<file path="config.mk">
export PLATFORM = sky130hd
export DESIGN_NAME = wb_mtimer
export DESIGN_NICKNAME = d
export VERILOG_FILES = /design/src/rtl/wb_mtimer_pkg.sv /design/src/rtl/wb_mtimer_prescaler.sv /design/src/rtl/wb_mtimer.sv
export SDC_FILE = /design/constraint.sdc
export NUM_CORES = 1
export LEC_CHECK = 0
export ABC_CLOCK_PERIOD_IN_PS = 8800
export CAP_MARGIN = 40
export CORE_MARGIN = 5
export CORE_UTILIZATION = 50
export CTS_BUF_LIST = sky130_fd_sc_hd__clkbuf_8
export DETAILED_ROUTE_END_ITERATION = 12
export DONT_BUFFER_PORTS = 1
export PLACE_DENSITY = 0.71
export SYNTH_ARGS = -nofsm -noshare
export SYNTH_HDL_FRONTEND = slang
export SYNTH_SLANG_ARGS = --single-unit
</file>
<file path="constraint.sdc">
create_clock -name wb_clk_i -period 8.8 [get_ports wb_clk_i]
set_clock_uncertainty 0.1 [all_clocks]
set_input_delay 1.32 -clock wb_clk_i [delete_from_list [all_inputs] [get_ports wb_clk_i]]
set_output_delay 1.32 -clock wb_clk_i [all_outputs]
set_load 0.01 [all_outputs]
</file>
<file path="src/rtl/wb_mtimer_pkg.sv">
// Shared constants for the Wishbone machine timer: register word indices, CTRL field
// positions, data/timer widths and a byte-lane merge helper.
package wb_mtimer_pkg;

  localparam int unsigned DATA_W  = 32;
  localparam int unsigned TIMER_W = 64;
  localparam int unsigned SEL_W   = DATA_W / 8;

  typedef logic [2:0] reg_idx_t;

  localparam reg_idx_t IDX_MTIME_LO    = 3'd0;
  localparam reg_idx_t IDX_MTIME_HI    = 3'd1;
  localparam reg_idx_t IDX_MTIMECMP_LO = 3'd2;
  localparam reg_idx_t IDX_MTIMECMP_HI = 3'd3;
  localparam reg_idx_t IDX_CTRL        = 3'd4;
  localparam reg_idx_t IDX_STATUS      = 3'd5;
  localparam reg_idx_t IDX_RSVD6       = 3'd6;
  localparam reg_idx_t IDX_RSVD7       = 3'd7;

  localparam int unsigned CTRL_EN_BIT  = 0;
  localparam int unsigned CTRL_DIV_LSB = 8;
  localparam int unsigned CTRL_DIV_W   = 8;
  // Byte lane of CTRL that carries DIV; a write enabling it restarts the prescaler.
  localparam int unsigned CTRL_DIV_LANE = CTRL_DIV_LSB / 8;

  // Replace the bytes of old_val whose sel bit is set with the matching bytes of new_val.
  function automatic logic [DATA_W-1:0] lane_merge(input logic [DATA_W-1:0] old_val,
                                                   input logic [DATA_W-1:0] new_val,
                                                   input logic [SEL_W-1:0]  sel);
    logic [DATA_W-1:0] res;
    res = old_val;
    for (int i = 0; i < int'(SEL_W); i++) begin
      if (sel[i]) res[i*8 +: 8] = new_val[i*8 +: 8];
    end
    return res;
  endfunction

endpackage

</file>
<file path="src/rtl/wb_mtimer_prescaler.sv">
// Prescaler for the machine timer: an 8-bit count that runs while enabled and emits a
// single-cycle tick whenever it matches the divider, then restarts from zero.
module wb_mtimer_prescaler
  import wb_mtimer_pkg::*;
(
  input  logic                  clk_i,
  input  logic                  rst_i,
  input  logic                  en_i,
  input  logic                  clr_i,
  input  logic [CTRL_DIV_W-1:0] div_i,
  output logic                  tick_o
);

  logic [CTRL_DIV_W-1:0] count_q, count_d;

  // Tick is combinational so mtime increments on the same edge the count clears.
  assign tick_o = en_i & (count_q == div_i);

  // Next count: held at zero while disabled or on a divider write, wraps on tick.
  always_comb begin
    if (!en_i || clr_i || tick_o) begin
      count_d = '0;
    end else begin
      count_d = count_q + 1'b1;
    end
  end

  // Count register.
  always_ff @(posedge clk_i or posedge rst_i) begin
    if (rst_i) begin
      count_q <= '0;
    end else begin
      count_q <= count_d;
    end
  end

endmodule

</file>
<file path="src/rtl/wb_mtimer.sv">
// Wishbone classic machine timer: 64-bit mtime with prescaler, 64-bit mtimecmp, level
// interrupt and a coherent LO/HI read shadow.
// Build option: define WB_MTIMER_ERR_EN to terminate accesses to indices 6-7 and writes
// to STATUS with wb_err_o instead of wb_ack_o.
module wb_mtimer
  import wb_mtimer_pkg::*;
#(
  parameter logic [TIMER_W-1:0]    RESET_CMP = 64'hFFFF_FFFF_FFFF_FFFF,
  parameter logic [CTRL_DIV_W-1:0] RESET_DIV = 8'd0
) (
  input  logic              wb_clk_i,
  input  logic              wb_rst_i,
  input  logic [31:0]       wb_adr_i,
  input  logic [DATA_W-1:0] wb_dat_i,
  input  logic [SEL_W-1:0]  wb_sel_i,
  input  logic              wb_we_i,
  input  logic              wb_cyc_i,
  input  logic              wb_stb_i,
  input  logic [2:0]        wb_cti_i,
  input  logic [1:0]        wb_bte_i,
  output logic [DATA_W-1:0] wb_dat_o,
  output logic              wb_ack_o,
  output logic              wb_err_o,
  output logic              wb_rty_o,
  output logic              irq_o
);

  logic [TIMER_W-1:0]    mtime_q, mtime_d;
  logic [TIMER_W-1:0]    cmp_q, cmp_d;
  logic [DATA_W-1:0]     shadow_q, shadow_d;
  logic                  en_q, en_d;
  logic [CTRL_DIV_W-1:0] div_q, div_d;
  logic                  irq_q, irq_d;
  logic                  ack_q, ack_d;
  logic                  err_q, err_d;
  logic [DATA_W-1:0]     dat_q, dat_d;

  logic                  req;
  reg_idx_t              idx;
  logic                  bad_acc;
  logic                  wr_en;
  logic                  rd_en;
  logic                  div_clr;
  logic                  tick;
  logic [DATA_W-1:0]     ctrl_word;
  logic [DATA_W-1:0]     ctrl_new;
  logic [DATA_W-1:0]     rd_mux;

  // Burst and upper/lower address bits are deliberately ignored.
  logic unused_inputs;
  assign unused_inputs = ^{wb_cti_i, wb_bte_i, wb_adr_i[31:5], wb_adr_i[1:0]};

  assign idx = wb_adr_i[4:2];
  // A new transfer is taken only when no termination is currently being presented.
  assign req = wb_cyc_i & wb_stb_i & ~ack_q & ~err_q;

`ifdef WB_MTIMER_ERR_EN
  assign bad_acc = (idx == IDX_RSVD6) || (idx == IDX_RSVD7) ||
                   (wb_we_i && (idx == IDX_STATUS));
`else
  assign bad_acc = 1'b0;
`endif

  assign wr_en   = req & ~bad_acc & wb_we_i;
  assign rd_en   = req & ~bad_acc & ~wb_we_i;
  assign div_clr = wr_en & (idx == IDX_CTRL) & wb_sel_i[CTRL_DIV_LANE];

  assign wb_dat_o = dat_q;
  assign wb_ack_o = ack_q;
  assign wb_err_o = err_q;
  assign wb_rty_o = 1'b0;
  assign irq_o    = irq_q;

  wb_mtimer_prescaler u_prescaler (
    .clk_i  (wb_clk_i),
    .rst_i  (wb_rst_i),
    .en_i   (en_q),
    .clr_i  (div_clr),
    .div_i  (div_q),
    .tick_o (tick)
  );

  // Read data mux and CTRL image.
  always_comb begin
    ctrl_word = '0;
    ctrl_word[CTRL_EN_BIT] = en_q;
    ctrl_word[CTRL_DIV_LSB +: CTRL_DIV_W] = div_q;
    ctrl_new = lane_merge(ctrl_word, wb_dat_i, wb_sel_i);
    unique case (idx)
      IDX_MTIME_LO:    rd_mux = mtime_q[DATA_W-1:0];
      IDX_MTIME_HI:    rd_mux = shadow_q;
      IDX_MTIMECMP_LO: rd_mux = cmp_q[DATA_W-1:0];
      IDX_MTIMECMP_HI: rd_mux = cmp_q[TIMER_W-1:DATA_W];
      IDX_CTRL:        rd_mux = ctrl_word;
      IDX_STATUS:      rd_mux = {{(DATA_W-1){1'b0}}, irq_q};
      default:         rd_mux = '0;
    endcase
  end

  // Next-state for timer, compare, control, shadow and bus termination.
  always_comb begin
    mtime_d  = tick ? mtime_q + 1'b1 : mtime_q;
    cmp_d    = cmp_q;
    en_d     = en_q;
    div_d    = div_q;
    shadow_d = shadow_q;
    irq_d    = en_q & (mtime_q >= cmp_q);
    ack_d    = req & ~bad_acc;
    err_d    = req & bad_acc;
    dat_d    = rd_en ? rd_mux : '0;

    // Bus writes override a coincident increment; the other half keeps its old value.
    if (wr_en) begin
      unique case (idx)
        IDX_MTIME_LO: mtime_d = {mtime_q[TIMER_W-1:DATA_W],
                                 lane_merge(mtime_q[DATA_W-1:0], wb_dat_i, wb_sel_i)};
        IDX_MTIME_HI: mtime_d = {lane_merge(mtime_q[TIMER_W-1:DATA_W], wb_dat_i, wb_sel_i),
                                 mtime_q[DATA_W-1:0]};
        IDX_MTIMECMP_LO: cmp_d[DATA_W-1:0] = lane_merge(cmp_q[DATA_W-1:0], wb_dat_i, wb_sel_i);
        IDX_MTIMECMP_HI: cmp_d[TIMER_W-1:DATA_W] =
                           lane_merge(cmp_q[TIMER_W-1:DATA_W], wb_dat_i, wb_sel_i);
        IDX_CTRL: begin
          en_d  = ctrl_new[CTRL_EN_BIT];
          div_d = ctrl_new[CTRL_DIV_LSB +: CTRL_DIV_W];
        end
        default: ;
      endcase
    end

    // Reading LO freezes the upper half so a following HI read is coherent.
    if (rd_en && (idx == IDX_MTIME_LO)) begin
      shadow_d = mtime_q[TIMER_W-1:DATA_W];
    end
  end

  // State registers with asynchronous reset.
  always_ff @(posedge wb_clk_i or posedge wb_rst_i) begin
    if (wb_rst_i) begin
      mtime_q  <= '0;
      cmp_q    <= RESET_CMP;
      shadow_q <= '0;
      en_q     <= 1'b0;
      div_q    <= RESET_DIV;
      irq_q    <= 1'b0;
      ack_q    <= 1'b0;
      err_q    <= 1'b0;
      dat_q    <= '0;
    end else begin
      mtime_q  <= mtime_d;
      cmp_q    <= cmp_d;
      shadow_q <= shadow_d;
      en_q     <= en_d;
      div_q    <= div_d;
      irq_q    <= irq_d;
      ack_q    <= ack_d;
      err_q    <= err_d;
      dat_q    <= dat_d;
    end
  end

endmodule
</file>
==> summary.md <==
| Metric | Value |
|---|---|
| Worst hold endpoint | `shadow_q[25]` |
| Logic pwr share | `0.211` |
| VDD IR-drop max | `0.000128 V` |
| Most used DFF post-synth | `dfrtp_1` |
| Total number of yosys warnings | `0` |
| Crit path max fanout | `18` |
| Metal2 WL | `between 15,000 and 20,000 µm` |
| Slowest CP cell | `and2_1` |
| Relative slew slack | `0.390` |
| Antenna cells | `0` |
| Final Cycle Share | `0.399` |
| Global-route wire length before repair | `roughly 64,000 µm` |
| Grt ovf | `0` |
| Tmin final | `3.51 ns` |
| Post-DP HPWL | `28,900 µm` |
| Cell area after synthesis | `between 10,000 and 15,000 µm²` |
| Initial Util | `0.510` |
| Crit path cell chain | `nor2b_1, and2_1, buf_4, nand3_1, mux2_2` |
| Die height | `168 µm` |
| Cell Area, Placed | `12,800 µm²` |
| Post-synthesis cell count | `1,298` |
| Vias post-DR | `~11,000` |
| Pre-antenna DRT Iters | `5` |
| Post-synthesis cell type count | `73` |
| Syn Area/Cell | `9.59 µm²` |
| WP buf/inv | `1` |
| CTS clk-pin slew, worst paths | `around 0.070 ns` |
| H-tree lvl count | `2` |
| Final Routed Wirelength | `between 40,000 and 50,000 µm` |
| Routed Antenna Nets | `0` |
| Pleak | `about 5.5 nW` |
| Reg2reg setup slack | `5.58 ns` |
| Final instance area | `13,600 µm²` |
| Clock insertion delay at the later pin of the skew report | `around 0.55 ns` |
| Largest net degree at the start of global routing | `76` |
| Status | `finished, final reports clean` |
| Worst Hold Depth | `2` |
| Sequential fraction of design power | `0.471` |
| Io pins | `~110` |
| Vias in the first global route | `10,687` |
| Final setup TNS | `0 ns` |
| Initial DRC count | `approximately 1,200` |
| # DRC | `0` |
| CTS tree | `done` |
| CP delay by family, top | `simple AND/OR/NAND/NOR gates` |
| CTS sink count | `211` |
| Longest Clk Path Bufs | `3` |
| Area of the multi-input gates | `around 6600 µm²` |
| Flops & latches, synth | `~210` |
| CORE AREA | `24,400 µm²` |
| Achievable Freq | `about 0.28 GHz` |
| CP required | `around 9.2 ns` |
| Worst hold path class | `flip-flop to flip-flop` |
| Clock Root Buffer | `clkbuf_8` |
| Final count of hold timing violations | `0` |
| Int Power | `0.00190 W` |
| Die area | `28,200 µm²` |
| Top Metal Used | `met5` |
| Pin slew with the least headroom to its limit | `about 0.91 ns` |
| Crit path DAT | `3.88 ns` |
| P_sw | `just under 0.001 W` |
| Hold buffers post-CTS | `0` |
| Global-route usage over all layers | `0.288` |
| Initial antenna violation count | `1` |
| Met1 WL | `16,800 µm` |
| Post-CTS setup buffer count | `0` |
| Clk network pwr share | `0.318` |
| Design Power | `0.00289 W` |
| Sw frac | `0.340` |
| # resized after CTS | `0` |
| Area grow syn2layout | `8.91%` |
| Die width | `168 µm` |
| RSZ-0062 raised after global routing | `no` |
| Hold WS | `0.391 ns` |
| CP max stage delay | `around 0.7 ns` |
| Number of synthesized flops with an enable pin | `0` |
| Core Util, Final | `0.556` |
| Row count | `57` |
| Routed len/inst | `25.0 µm` |
| Worst reg2reg path depth | `6` |
| Hold Path Origin | `shadow_q[25]` |
| Commonest non-fill, non-tap cells in the layout | `147 x dfrtp_1, 104 x mux2_2, 99 x nor2_1, 99 x nand2_1, 94 x inv_1` |
| Fraction of registers with async set/reset | `1.00` |
| Critical path class | `input port to flip-flop` |
| Final Setup Violations | `0` |
| DR WL met3 | `3820 µm` |
| Reg-to-reg endpoint | `mtime_q[36]` |
| Power per Cell Area | `213 nW/µm²` |
| Most common cell after layout, fill and taps aside | `dfrtp_1` |
| Register Area | `5360 µm²` |
| Fillcell total | `2,208` |
| Reg2reg start | `mtime_q[9]` |
| Num CTS Buffers | `39` |
| Share of cells above drive strength 1 | `0.195` |
| DR vias/cell | `about 6.6` |
| GP Congestion | `1.01` |
| Final #Nets | `1,441` |
| Sequential area share after synthesis | `0.431` |
| CP endpoint kind | `flip-flop` |
| Max_cap viols | `0` |
| Buffers added on ports | `0` |
| Slew Viols, Final | `0` |
| Startpoint Class | `input port` |
metrics by stage:
stage	cells	worst slack, ns
after floorplan	1299	1.72
after global placement	1577	4.84
after detailed placement	1580	4.80
after CTS	1650	5.38
after global routing	1650	5.20
final	1650	5.29
power by group through the flow:
stage | Combinational (W) | Clock (W) | Sequential, W
3_3_place_gp | 0.000582 | 0 | 0.00136
3_5_place_dp | 0.000603 | 0 | 0.00137
5_1_grt | 0.000687 | 0.000983 | 0.00138
6_report | 0.000609 | 0.000919 | 0.00136
4_1_cts | 0.000606 | 0.000934 | 0.00135
2_1_floorplan | 0.000468 | 0 | 0.00128
worst min-delay path: cells and delay by family, from the launching register on:
family	cells	cell delay [ns]
DFF	1	0.35
and+or+nand+nor	1	0.05
AOI/OAI and AO/OA	1	0.06
cell usage after synthesis (19+ instances only):
cell type,count,share of area
a21oi_1,84,0.034
a22oi_1,58,0.035
and3_1,19,0.0095
clkbuf_1,50,0.015
dfrtp_1,147,0.30
dfstp_2,64,0.14
ha_1,66,0.066
inv_1,75,0.023
mux2_2,104,0.094
nand2_1,99,0.030
nand3_1,76,0.031
nand4_1,37,0.019
nor2_1,100,0.030
nor3_1,28,0.011
nor4_1,19,0.0095
o21ai_0,51,0.021
worst max path at each step:
stage,startpoint,endpoint,slack [ns],cells after the start
after floorplan,wb_rst_i,div_q[0],1.72,1
after global placement,wb_adr_i[3],cmp_q[55],4.84,5
after detailed placement,wb_adr_i[3],cmp_q[52],4.80,5
after CTS,wb_adr_i[3],cmp_q[54],5.38,5
after global routing,wb_adr_i[3],cmp_q[51],5.20,5
final,wb_adr_i[3],cmp_q[52],5.29,5
state kept, by name (all words and copies together) (netlist names):
| register | flops |
|---|---|
| cmp_q | 64 |
| mtime_q | 64 |
| shadow_q | 32 |
| wb_dat_o | 32 |
| div_q | 8 |
| u_prescaler.count_q | 8 |
| en_q | 1 |
| irq_o | 1 |
| wb_ack_o | 1 |
metal layers:
| layer | vias up | global-route usage |
|---|---|---|
| li1 | 4873 | - |
| met1 | 5372 | 0.387 |
| met2 | 569 | 0.454 |
| met3 | 145 | 0.0551 |
| met4 | 2 | 0.129 |
| met5 | - | 0 |
cells by family after synthesis:
family	after synthesis	synth area share
and+or+nand+nor	441	0.181
AOI/OAI and AO/OA	320	0.172
DFF	211	0.431
buffers and inverters	137	0.0423
muxes	107	0.0965
adders and majority gates	66	0.0663
xor gates and xnor gates	15	0.0106
other	1	0.000301
area by class of cell:
class	count	area share
clock buffer	49	0.0497
inverter	75	0.0213
sequential	211	0.395
timing repair buffer	19	0.0116
clock inverter	21	0.00591
multi-input combinational	951	0.486
tap	324	0.0299
Note: power is estimated with default switching activity, not from simulation.
